$ cat src/rtl/ble_tx_pkg.sv
// rtl/ble_tx_pkg.sv - shared state encoding, framing constants and length clamp for the BLE TX bit sequencer
package ble_tx_pkg;

    typedef enum logic [2:0] {
        IDLE   = 3'd0,
        S_PRE  = 3'd1,
        S_AA   = 3'd2,
        S_PDU  = 3'd3,
        S_CRC  = 3'd4,
        S_DONE = 3'd5
    } tx_state_e;

    localparam logic [7:0]  PREAMBLE_EVEN    = 8'hAA;
    localparam logic [7:0]  PREAMBLE_ODD     = 8'h55;
    localparam int          PRE_BITS         = 8;
    localparam int          AA_BITS          = 32;
    localparam int          CRC_BITS         = 24;
    localparam logic [23:0] BLE_ADV_CRC_INIT = 24'h555555;
    localparam logic [8:0]  PDU_LEN_MIN      = 9'd2;

    function automatic logic [8:0] clamp_pdu_len(input logic [8:0] len, input logic [8:0] max_len);
        if (len < PDU_LEN_MIN) begin
            return PDU_LEN_MIN;
        end else if (len > max_len) begin
            return max_len;
        end else begin
            return len;
        end
    endfunction

endpackage

$ cat src/rtl/ble_tx_bit_fsm_if.sv
// rtl/ble_tx_bit_fsm_if.sv - PDU byte handshake between the byte source and the bit sequencer
interface ble_tx_bit_fsm_if;
    logic [7:0] byte_data;
    logic       byte_vld;
    logic       byte_rdy;

    modport master (output byte_data, output byte_vld, input byte_rdy);
    modport slave  (input byte_data, input byte_vld, output byte_rdy);
endinterface

$ cat src/rtl/ble_bit_shifter.sv
// rtl/ble_bit_shifter.sv - loadable shift register presenting its next bit LSB- or MSB-first
module ble_bit_shifter #(
    parameter int WIDTH     = 8,
    parameter bit MSB_FIRST = 1'b0
) (
    input  logic             clk,
    input  logic             rst,
    input  logic             load,
    input  logic             shift,
    input  logic [WIDTH-1:0] load_val,
    output logic             out_bit
);
    logic [WIDTH-1:0] q;

    // A load takes priority so a new byte can replace the last bit of the previous one
    always_ff @(posedge clk) begin
        if (rst) begin
            q <= '0;
        end else if (load) begin
            q <= load_val;
        end else if (shift) begin
            q <= MSB_FIRST ? {q[WIDTH-2:0], 1'b0} : {1'b0, q[WIDTH-1:1]};
        end
    end

    assign out_bit = MSB_FIRST ? q[WIDTH-1] : q[0];
endmodule

$ cat src/rtl/ble_tx_bit_fsm.sv
// rtl/ble_tx_bit_fsm.sv - BLE link-layer TX bit sequencer: preamble, access address, PDU and CRC onto one tick-paced stream
module ble_tx_bit_fsm
    import ble_tx_pkg::*;
#(
    parameter int MAX_PDU_BYTES = 257
) (
    input  logic                    pka_1or2m_gclk,
    input  logic                    r_tx_rst,
    input  logic                    bit_tick,
    input  logic                    tx_start,
    input  logic [31:0]             access_addr,
    input  logic [8:0]              pdu_len,
    ble_tx_bit_fsm_if.slave         byte_if,
    input  logic [23:0]             r_crc_lfsr,
    output logic                    fsm_crc_init,
    output logic                    fsm_switch_crc,
    output logic                    crc_din_vld,
    output logic                    r_fsm_data,
    output logic                    tx_bit,
    output logic                    tx_bit_vld,
    output logic                    tx_busy,
    output logic                    tx_done,
    output logic                    tx_err
);
    localparam int CNT_W = $clog2(MAX_PDU_BYTES + 1);

    localparam logic [2:0] ST_IDLE = IDLE;
    localparam logic [2:0] ST_PRE  = S_PRE;
    localparam logic [2:0] ST_AA   = S_AA;
    localparam logic [2:0] ST_PDU  = S_PDU;
    localparam logic [2:0] ST_CRC  = S_CRC;
    localparam logic [2:0] ST_DONE = S_DONE;

    logic [2:0]       state;
    logic [4:0]       bit_cnt;
    logic [CNT_W-1:0] byte_cnt;
    logic [CNT_W-1:0] len_q;
    logic             data_bit;
    logic             crc_bit;

    logic start_ok, tick_pre, tick_aa, tick_pdu, tick_crc, emit;
    logic last_pre, last_aa, byte_end, last_crc, more_bytes;
    logic byte_take, cur_bit;

    assign start_ok   = tx_start && (state == ST_IDLE);
    assign tick_pre   = bit_tick && (state == ST_PRE);
    assign tick_aa    = bit_tick && (state == ST_AA);
    assign tick_pdu   = bit_tick && (state == ST_PDU);
    assign tick_crc   = bit_tick && (state == ST_CRC);
    assign emit       = tick_pre || tick_aa || tick_pdu || tick_crc;

    assign last_pre   = tick_pre && (bit_cnt == 5'(PRE_BITS - 1));
    assign last_aa    = tick_aa  && (bit_cnt == 5'(AA_BITS - 1));
    assign byte_end   = tick_pdu && (bit_cnt == 5'd7);
    assign last_crc   = tick_crc && (bit_cnt == 5'(CRC_BITS - 1));
    assign more_bytes = (byte_cnt != len_q);

    assign byte_if.byte_rdy = last_aa || (byte_end && more_bytes);
    assign byte_take        = byte_if.byte_rdy && byte_if.byte_vld;

    // The CRC stage has already absorbed the last PDU bit, so its MSB is live on the first CRC tick
    assign cur_bit = (state == ST_CRC) ? ((bit_cnt == 5'd0) ? r_crc_lfsr[23] : crc_bit) : data_bit;

    assign fsm_switch_crc = (state == ST_PDU);
    assign crc_din_vld    = tick_pdu;
    assign r_fsm_data     = data_bit;
    assign tx_busy        = (state != ST_IDLE);

    ble_bit_shifter #(.WIDTH(40), .MSB_FIRST(1'b0)) u_data_sr (
        .clk      (pka_1or2m_gclk),
        .rst      (r_tx_rst),
        .load     (start_ok || byte_take),
        .shift    (tick_pre || tick_aa || tick_pdu),
        .load_val (start_ok ? {access_addr, (access_addr[0] ? PREAMBLE_ODD : PREAMBLE_EVEN)}
                            : {32'd0, byte_if.byte_data}),
        .out_bit  (data_bit)
    );

    ble_bit_shifter #(.WIDTH(24), .MSB_FIRST(1'b1)) u_crc_sr (
        .clk      (pka_1or2m_gclk),
        .rst      (r_tx_rst),
        .load     (tick_crc && (bit_cnt == 5'd0)),
        .shift    (tick_crc),
        .load_val ({r_crc_lfsr[22:0], 1'b0}),
        .out_bit  (crc_bit)
    );

    always_ff @(posedge pka_1or2m_gclk) begin
        if (r_tx_rst) begin
            state        <= ST_IDLE;
            bit_cnt      <= '0;
            byte_cnt     <= '0;
            len_q        <= '0;
            fsm_crc_init <= 1'b0;
            tx_bit       <= 1'b0;
            tx_bit_vld   <= 1'b0;
            tx_done      <= 1'b0;
            tx_err       <= 1'b0;
        end else begin
            fsm_crc_init <= start_ok;
            tx_bit_vld   <= emit;
            tx_done      <= 1'b0;
            tx_err       <= 1'b0;
            if (emit) begin
                tx_bit <= cur_bit;
            end
            if (tick_pre || tick_aa || tick_pdu || tick_crc) begin
                bit_cnt <= bit_cnt + 5'd1;
            end
            case (state)
                ST_IDLE: begin
                    if (tx_start) begin
                        state    <= ST_PRE;
                        len_q    <= CNT_W'(clamp_pdu_len(pdu_len, 9'(MAX_PDU_BYTES)));
                        bit_cnt  <= '0;
                        byte_cnt <= '0;
                    end
                end
                ST_PRE: begin
                    if (last_pre) begin
                        state   <= ST_AA;
                        bit_cnt <= '0;
                    end
                end
                ST_AA: begin
                    if (last_aa) begin
                        bit_cnt <= '0;
                        if (byte_if.byte_vld) begin
                            state    <= ST_PDU;
                            byte_cnt <= CNT_W'(1);
                        end else begin
                            state  <= ST_IDLE;
                            tx_err <= 1'b1;
                        end
                    end
                end
                ST_PDU: begin
                    if (byte_end) begin
                        bit_cnt <= '0;
                        if (!more_bytes) begin
                            state <= ST_CRC;
                        end else if (byte_if.byte_vld) begin
                            byte_cnt <= byte_cnt + CNT_W'(1);
                        end else begin
                            state  <= ST_IDLE;
                            tx_err <= 1'b1;
                        end
                    end
                end
                ST_CRC: begin
                    if (last_crc) begin
                        state   <= ST_DONE;
                        bit_cnt <= '0;
                    end
                end
                ST_DONE: begin
                    state   <= ST_IDLE;
                    tx_done <= 1'b1;
                end
                default: state <= ST_IDLE;
            endcase
        end
    end
endmodule

$ cat src/flat_wrapper.sv
// flat-port wrapper written by rule: the top's interface ports become plain ports
module ble_tx_bit_fsm_flat import ble_tx_pkg::*;
#(
    parameter int MAX_PDU_BYTES = 257
)
  (pka_1or2m_gclk, r_tx_rst, bit_tick, tx_start, access_addr, pdu_len, r_crc_lfsr, fsm_crc_init, fsm_switch_crc, crc_din_vld, r_fsm_data, tx_bit, tx_bit_vld, tx_busy, tx_done, tx_err, byte_if_byte_data, byte_if_byte_vld, byte_if_byte_rdy);
  ble_tx_bit_fsm_if byte_if_i ();
  input  logic pka_1or2m_gclk;
  input  logic r_tx_rst;
  input  logic bit_tick;
  input  logic tx_start;
  input  logic [31:0] access_addr;
  input  logic [8:0] pdu_len;
  input  logic [23:0] r_crc_lfsr;
  output logic fsm_crc_init;
  output logic fsm_switch_crc;
  output logic crc_din_vld;
  output logic r_fsm_data;
  output logic tx_bit;
  output logic tx_bit_vld;
  output logic tx_busy;
  output logic tx_done;
  output logic tx_err;
  input wire logic [$bits(byte_if_i.byte_data)-1:0] byte_if_byte_data;
  input wire logic [$bits(byte_if_i.byte_vld)-1:0] byte_if_byte_vld;
  output wire logic [$bits(byte_if_i.byte_rdy)-1:0] byte_if_byte_rdy;
  assign byte_if_i.byte_data = byte_if_byte_data;
  assign byte_if_i.byte_vld = byte_if_byte_vld;
  assign byte_if_byte_rdy = byte_if_i.byte_rdy;
  ble_tx_bit_fsm #(.MAX_PDU_BYTES(MAX_PDU_BYTES)) u_core (.pka_1or2m_gclk(pka_1or2m_gclk), .r_tx_rst(r_tx_rst), .bit_tick(bit_tick), .tx_start(tx_start), .access_addr(access_addr), .pdu_len(pdu_len), .byte_if(byte_if_i), .r_crc_lfsr(r_crc_lfsr), .fsm_crc_init(fsm_crc_init), .fsm_switch_crc(fsm_switch_crc), .crc_din_vld(crc_din_vld), .r_fsm_data(r_fsm_data), .tx_bit(tx_bit), .tx_bit_vld(tx_bit_vld), .tx_busy(tx_busy), .tx_done(tx_done), .tx_err(tx_err));
endmodule
$ cat config.mk
export PLATFORM = sky130hd
export DESIGN_NAME = ble_tx_bit_fsm_flat
export DESIGN_NICKNAME = d
export VERILOG_FILES = /design/src/rtl/ble_tx_pkg.sv /design/src/rtl/ble_tx_bit_fsm_if.sv /design/src/rtl/ble_bit_shifter.sv /design/src/rtl/ble_tx_bit_fsm.sv /design/src/flat_wrapper.sv
export SDC_FILE = /design/constraint.sdc
export NUM_CORES = 1
export LEC_CHECK = 0
export BUFFER_PORTS_ARGS = -buffer_cell sky130_fd_sc_hd__buf_2
export CAP_MARGIN = 20
export CORE_MARGIN = 2
export CORE_UTILIZATION = 35
export CTS_CLUSTER_DIAMETER = 40
export DETAILED_ROUTE_END_ITERATION = 16
export HOLD_SLACK_MARGIN = 0.12
export MAX_ROUTING_LAYER = met4
export SLEW_MARGIN = 0
export SYNTH_ARGS = -nofsm -noshare
export SYNTH_HDL_FRONTEND = slang
export SYNTH_SLANG_ARGS = --single-unit
$ cat constraint.sdc
create_clock -name pka_1or2m_gclk -period 4.9 [get_ports pka_1or2m_gclk]
set_input_delay 1.225 -clock pka_1or2m_gclk [delete_from_list [all_inputs] [get_ports pka_1or2m_gclk]]
set_output_delay 1.225 -clock pka_1or2m_gclk [all_outputs]
set_load 0.03 [all_outputs]
==> results.sh, run 1 <==
export IMPL_outcome="complete, no violations"
export IMPL_initial_antenna_violation_count=0
export IMPL_post_drt_via_cell_ratio=5.38
export IMPL_detailedPlacementHpwl_um=7580
export IMPL_cpMostUsedCell="sky130_fd_sc_hd__buf_2"
export IMPL_setup_tns_ps=0
export IMPL_simple_gate_portion_of_the_synthesized_area_pct=18.9
export IMPL_root_buffer="sky130_fd_sc_hd__clkbuf_16"
export IMPL_route_final_wire_length_um=11300
export IMPL_synth_compound_area_share_pct=22.1
export IMPL_criticalPathCategory="primary input to primary output"
export IMPL_num_vias=4009
export IMPL_height_of_the_chip_um=119
export IMPL_maxSlewViolCount=0
export IMPL_tightest_slew_ps=994
export IMPL_timing_critical_path_cells="buf_2 -> nand3_1 -> or3_4 -> o22a_1 -> nor2_1 -> buf_2"
export IMPL_global_route_usage_total_pct=16.7
export IMPL_io_buffer_count=87
export IMPL_drcViolationCount=0
export IMPL_synth_seq_cells=94
export IMPL_layout_cells_most_common="sky130_fd_sc_hd__dfxtp_1"
export IMPL_fraction_of_the_mapped_netlist_area_in_adder_cells_pct=1.09
export IMPL_syn_avg_cell_area_sq_um=8.98
export IMPL_final_critical_path_setup_slack_ps=1180
export IMPL_worstPathMaxFanout=7
export IMPL_cts_tree="yes"
export IMPL_areaGrowthSynthToFinish_pct=16.6
export IMPL_yosys_area_share_xor_xnor_pct=2.29
export IMPL_share_of_the_clock_period_used_by_the_worst_path_pct=75.8
export IMPL_synth_distinct_cells=63
export IMPL_netlist_instances=512
export IMPL_global_route_wire_length_before_repair_um=18700
export IMPL_cts_root_to_sink_buffers=2
export IMPL_cp_top_family="simple AND/OR/NAND/NOR gates"
export IMPL_vias_in_the_first_global_route=3653
export IMPL_edff_count_synth=0
export IMPL_drive_gt1_share_pct=23.4
export IMPL_cts_h_tree_lvls=3
export IMPL_setup_viol=0
export IMPL_grt_overflow=0
export IMPL_crit_path_max_incr_delay_ps=430
export IMPL_irDropWorstVdd_v=0.000153
export IMPL_synthArstFlopShare_pct=0
export IMPL_power_density_nw_per_um2=348
export IMPL_synth_yosys_warnings=0
export IMPL_grt_max_degree=65
export IMPL_cts_made_buffers=9
export IMPL_post_cts_setup_buffers=0
export IMPL_final_instance_count_excl_fill=745
export IMPL_yosysSeqAreaShare_pct=40.9
export IMPL_max_cap_viol_count=0
export IMPL_synth_fp_nets=594
export IMPL_critPathCaptureType="primary output"
export IMPL_initial_utilization_pct=36.1
export IMPL_max_slew_margin_pct=33.6
export IMPL_post_synthesis_cell_area_sq_um=4600
export IMPL_share_of_synthesized_area_spent_on_multiplexers_pct=8.93
export IMPL_worst_ep_arrival_time_ps=2490
export IMPL_wl_per_cell_um=15.2
export IMPL_classification_of_the_worst_slack_hold_path="register to register"
export IMPL_fp_dieArea_sq_um=14100
export IMPL_finalWorstPathRequiredPeriod_ps=3720
export IMPL_clk_insertion_delay_late_ps=350
export IMPL_tritoncts_num_sinks=94
export IMPL_grt_setup_unrepaired="no"
export IMPL_pre_cts_slack_ps=1200
export IMPL_cts_resized_gates=0
export IMPL_first_pass_iters=4
export IMPL_die_w_um=119
export IMPL_place_inst=729
export IMPL_antenna_violating_nets_remaining=0
export IMPL_finalClockSkew_ps=9.95
export IMPL_layout_common_cells="94 x sky130_fd_sc_hd__dfxtp_1, 87 x sky130_fd_sc_hd__buf_2, 49 x sky130_fd_sc_hd__nor2_1, 39 x sky130_fd_sc_hd__nand3_1, 32 x sky130_fd_sc_hd__mux2i_1"
export IMPL_routabilityCongestion=0.855
export IMPL_final_hold_viol_count=0
export IMPL_clk_pin_slew_ps=60
export IMPL_floorplan_io_pins=88
export IMPL_final_net_count=650
export IMPL_path_buf_inv=2
export IMPL_worst_endpoint_required_ps=3670
export IMPL_postSynth_topFlopCell="sky130_fd_sc_hd__dfxtp_1"
export IMPL_area_of_the_core_sq_um=12700
export IMPL_dr_first_iter_drc_count=273
export IMPL_synth_top_family_by_area="compound AO/OA/AOI/OAI gates"
export IMPL_reg2reg_depth=8
export IMPL_cts_hold_repair_buffers=0
export IMPL_design_power_total_uw=1870
export IMPL_nFillCells=1332
export IMPL_leakage_uw=0.00214
export IMPL_antenna_cells_inserted=0
export IMPL_crit_path_depth=6
export IMPL_placementRows=41
export IMPL_hold_depth=2
export IMPL_cp_start_kind="primary input"
export IMPL_cp_slowest_cell="sky130_fd_sc_hd__or3_4"
export IMPL_fmax_mhz=269
[power by group]
part | total [uW] | internal [uW] | switching [uW]
registers | 861 | 823 | 38.2
logic | 290 | 119 | 171
clock network | 718 | 413 | 305
total | 1870 | 1350 | 514
[cell families (layout without fill, tap and decap cells)]
family,Yosys count,after routing
adder cells (fa/ha/maj),4,4
buffers and inverters,53,114
flip-flops,94,94
XOR/XNOR,12,12
AND/OR/NAND/NOR,172,172
multiplexers,40,40
AO/OA/AOI/OAI,137,137
[final timing paths]
kind	startpoint	to	slack, ps
min	u_core.u_crc_sr.q[1]$_SDFFE_PP0P_	u_core.u_crc_sr.q[1]$_SDFFE_PP0P_	460
max reg2reg	u_core.bit_cnt[0]$_SDFF_PP0_	u_core.u_data_sr.q[26]$_SDFFE_PP0P_	2150
min reg2reg	u_core.u_crc_sr.q[1]$_SDFFE_PP0P_	u_core.u_crc_sr.q[1]$_SDFFE_PP0P_	460
max	bit_tick	byte_if_byte_rdy	1180
[synthesized netlist by cell type, types with 8 or more instances]
library cell	instances	area, sq um
sky130_fd_sc_hd__mux2i_1	32	320
sky130_fd_sc_hd__a311oi_1	8	70.1
sky130_fd_sc_hd__xnor2_1	10	87.6
sky130_fd_sc_hd__or3_1	8	50.1
sky130_fd_sc_hd__nand3_1	39	195
sky130_fd_sc_hd__buf_2	11	55.1
sky130_fd_sc_hd__dfxtp_1	94	1880
sky130_fd_sc_hd__nor2_1	49	184
sky130_fd_sc_hd__o21ai_1	10	50.1
sky130_fd_sc_hd__a211oi_1	25	188
sky130_fd_sc_hd__mux2_2	8	90.1
sky130_fd_sc_hd__o21ai_0	24	120
sky130_fd_sc_hd__o221ai_1	28	245
sky130_fd_sc_hd__a21oi_1	14	70.1
sky130_fd_sc_hd__clkbuf_1	21	78.8
sky130_fd_sc_hd__nor3_1	12	60.1
sky130_fd_sc_hd__nand2_1	29	109
[through the flow]
stage                     hold slack [ps]  util (%)  instance area [sq um]
final                                 459      42.2                   5360
after global routing                  493      42.2                   5360
after CTS                             468      42.2                   5360
after detailed placement              459      39.7                   5050
after global placement                444      39.7                   5050
after floorplan                       431         -                   4600
[cell type report]
type	count	area (sq um)	share of cell area [%]
inverter	7	26.3	0.490
tap	172	215	4.01
clock buffer	10	239	4.46
multi-input combinational	365	2460	46.0
sequential	94	1880	35.1
clock inverter	6	70.1	1.31
timing repair buffer	91	465	8.68
[state kept, by name, summed over array words and instances (netlist names)]
name                 flops
u_core.bit_cnt           5
u_core.fsm_crc_init      1
u_core.tx_bit            1
u_core.tx_bit_vld        1
u_core.byte_cnt          9
u_core.u_crc_sr.q       23
u_core.state             3
u_core.tx_err            1
u_core.u_data_sr.q      40
u_core.len_q             9
u_core.tx_done           1
[routing by layer]
layer | up-vias | wire, um | global-route usage, %
met2 | 82 | 5250 | 24.2
li1 | 2032 | - | -
met3 | 6 | 423 | 3.19
met1 | 1889 | 5550 | 23.1
met4 | 0 | 85 | 5.65
met5 | - | 0 | -
[tightest hold or removal path, stage by stage (launching register included)]
cell	delay, ps
sky130_fd_sc_hd__dfxtp_1	310
sky130_fd_sc_hd__nand2_1	50
sky130_fd_sc_hd__a21oi_1	50
No activity file was read; power rests on OpenSTA's default activity.
==> run 2, diff against run 1 <==
clock period = 3.8 ns   (was 4.9 ns; I/O delays follow)
==> run 2 against run 1 <==
  * Worst hold slack improved by 1.3 ps
  * Sequential power increased by 29%
  * Cell area decreased by 0.14%
  * Critical endpoint unchanged
  * Non-clock buffer count increased by 2
  * Cell count increased by 0.13%
  * Total power increased by 26%
==> results.sh, run 2 (synthesis gave the netlist of run 1 again) <==
export IMPL_areaGrowthSynthToFinish_pct=16.5
export IMPL_leakage_uw=0.00213
export IMPL_cts_hold_repair_buffers=0
export IMPL_path_buf_inv=2
export IMPL_cp_slowest_cell="sky130_fd_sc_hd__or3_4"
export IMPL_layout_common_cells="94 x sky130_fd_sc_hd__dfxtp_1, 87 x sky130_fd_sc_hd__buf_2, 49 x sky130_fd_sc_hd__nor2_1, 39 x sky130_fd_sc_hd__nand3_1, 32 x sky130_fd_sc_hd__mux2i_1"
export IMPL_crit_path_max_incr_delay_ps=420
export IMPL_cts_made_buffers=9
export IMPL_criticalPathCategory="primary input to primary output"
export IMPL_grt_setup_unrepaired="no"
export IMPL_area_of_the_core_sq_um=12700
export IMPL_cts_resized_gates=0
export IMPL_route_final_wire_length_um=11400
export IMPL_grt_overflow=0
export IMPL_floorplan_io_pins=88
export IMPL_outcome="complete, no violations"
export IMPL_cpMostUsedCell="sky130_fd_sc_hd__buf_2"
export IMPL_layout_cells_most_common="sky130_fd_sc_hd__dfxtp_1"
export IMPL_critPathCaptureType="primary output"
export IMPL_vias_in_the_first_global_route=3731
export IMPL_finalClockSkew_ps=7.51
export IMPL_cp_top_family="simple AND/OR/NAND/NOR gates"
export IMPL_fmax_mhz=316
export IMPL_max_cap_viol_count=0
export IMPL_first_pass_iters=5
export IMPL_finalWorstPathRequiredPeriod_ps=3170
export IMPL_irDropWorstVdd_v=0.000204
export IMPL_fp_dieArea_sq_um=14100
export IMPL_final_instance_count_excl_fill=746
export IMPL_initial_antenna_violation_count=0
export IMPL_die_w_um=119
export IMPL_routabilityCongestion=0.850
export IMPL_place_inst=731
export IMPL_setup_tns_ps=0
export IMPL_io_buffer_count=87
export IMPL_hold_depth=2
export IMPL_final_net_count=652
export IMPL_post_route_cell_area_sq_um=5360
export IMPL_cp_start_kind="primary input"
export IMPL_worstPathMaxFanout=7
export IMPL_antenna_cells_inserted=0
export IMPL_drcViolationCount=0
export IMPL_height_of_the_chip_um=119
export IMPL_post_cts_setup_buffers=0
export IMPL_largest_register_ff_count=40
export IMPL_dr_first_iter_drc_count=262
export IMPL_detailedPlacementHpwl_um=7790
export IMPL_power_density_nw_per_um2=440
export IMPL_cell_area_after_placement_sq_um=5070
export IMPL_initial_utilization_pct=36.1
export IMPL_biggestRegsByFlops="u_core.u_data_sr.q: 40 flops, u_core.u_crc_sr.q: 23 flops"
export IMPL_design_power_total_uw=2350
export IMPL_maxSlewViolCount=0
export IMPL_cts_tree="yes"
export IMPL_crit_path_depth=6
export IMPL_cts_root_to_sink_buffers=2
export IMPL_placementRows=41
export IMPL_max_slew_margin_pct=32.5
export IMPL_largest_register="u_core.u_data_sr.q"
export IMPL_clk_insertion_delay_late_ps=340
export IMPL_classification_of_the_worst_slack_hold_path="register to register"
export IMPL_num_vias=4092
export IMPL_global_route_usage_total_pct=16.8
export IMPL_tightest_slew_ps=1010
export IMPL_grt_max_degree=65
export IMPL_post_drt_via_cell_ratio=5.49
export IMPL_setup_viol=0
export IMPL_worst_ep_arrival_time_ps=2220
export IMPL_root_buffer="sky130_fd_sc_hd__clkbuf_16"
export IMPL_wl_per_cell_um=15.3
export IMPL_share_of_the_clock_period_used_by_the_worst_path_pct=83.3
export IMPL_reg2reg_depth=8
export IMPL_global_route_wire_length_before_repair_um=18800
export IMPL_timing_critical_path_cells="buf_2 -> nand3_1 -> or3_4 -> o22a_1 -> nor2_1 -> buf_2"
export IMPL_clk_pin_slew_ps=60
export IMPL_cts_h_tree_lvls=3
export IMPL_final_hold_viol_count=0
export IMPL_worst_endpoint_required_ps=2850
export IMPL_tritoncts_num_sinks=94
export IMPL_postLayoutCoreUtil_pct=42.1
export IMPL_drive_gt1_share_pct=23.3
export IMPL_antenna_violating_nets_remaining=0
-- run 2: cell types whose count changed in the layout (fill, tap and decap cells not counted), sizes merged --
| cell | change |
|---|---|
| inv | -1 |
| clkbuf | +3 |
| buf | +2 |
| bufinv | -1 |
| clkinvlp | +1 |
| clkinv | -3 |
-- run 2: worst paths after layout --
path                                      from                                  to  slack [ps]
max                                   bit_tick                    byte_if_byte_rdy         630
min          u_core.u_crc_sr.q[1]$_SDFFE_PP0P_   u_core.u_crc_sr.q[1]$_SDFFE_PP0P_         460
max reg2reg       u_core.bit_cnt[0]$_SDFF_PP0_  u_core.u_data_sr.q[5]$_SDFFE_PP0P_        1080
min reg2reg  u_core.u_crc_sr.q[1]$_SDFFE_PP0P_   u_core.u_crc_sr.q[1]$_SDFFE_PP0P_         460
-- run 2: power breakdown --
group          switching (uW)  total, uW  internal (uW)
logic                     221        377            156
clock network             371        866            495
registers                50.4       1110           1060
total                     642       2350           1710
-- run 2: worst min-delay path, stage by stage, from the launching register on --
cell                      delay (ps)
sky130_fd_sc_hd__dfxtp_1         320
sky130_fd_sc_hd__nand2_1          50
sky130_fd_sc_hd__a21oi_1          50
-- run 2: final cells by class --
type	count	area (sq um)
Multi-Input combinational cell	365	2460
Timing Repair Buffer	93	480
Tap cell	172	215
Clock inverter	2	16.3
Fill cell	1305	7370
Sequential cell	94	1880
Inverter	7	26.3
Clock buffer	13	270
-- run 2: through the flow --
stage / hold slack (ps) / worst slack (ps)
detailed placement: 456 / 644
global route: 483 / 486
finish: 460 / 634
floorplan: 431 / 764
global placement: 445 / 675
CTS: 465 / 637
-- run 2: per-layer routing --
metal	wire length, um	vias up	track usage, %	part of all wire (%)
met2	5320	109	24.6	47
met4	175	0	5.65	1.5
met3	497	10	4.25	4.3
met5	0	-	-	0
li1	-	2030	-	-
met1	5450	1943	22.6	48
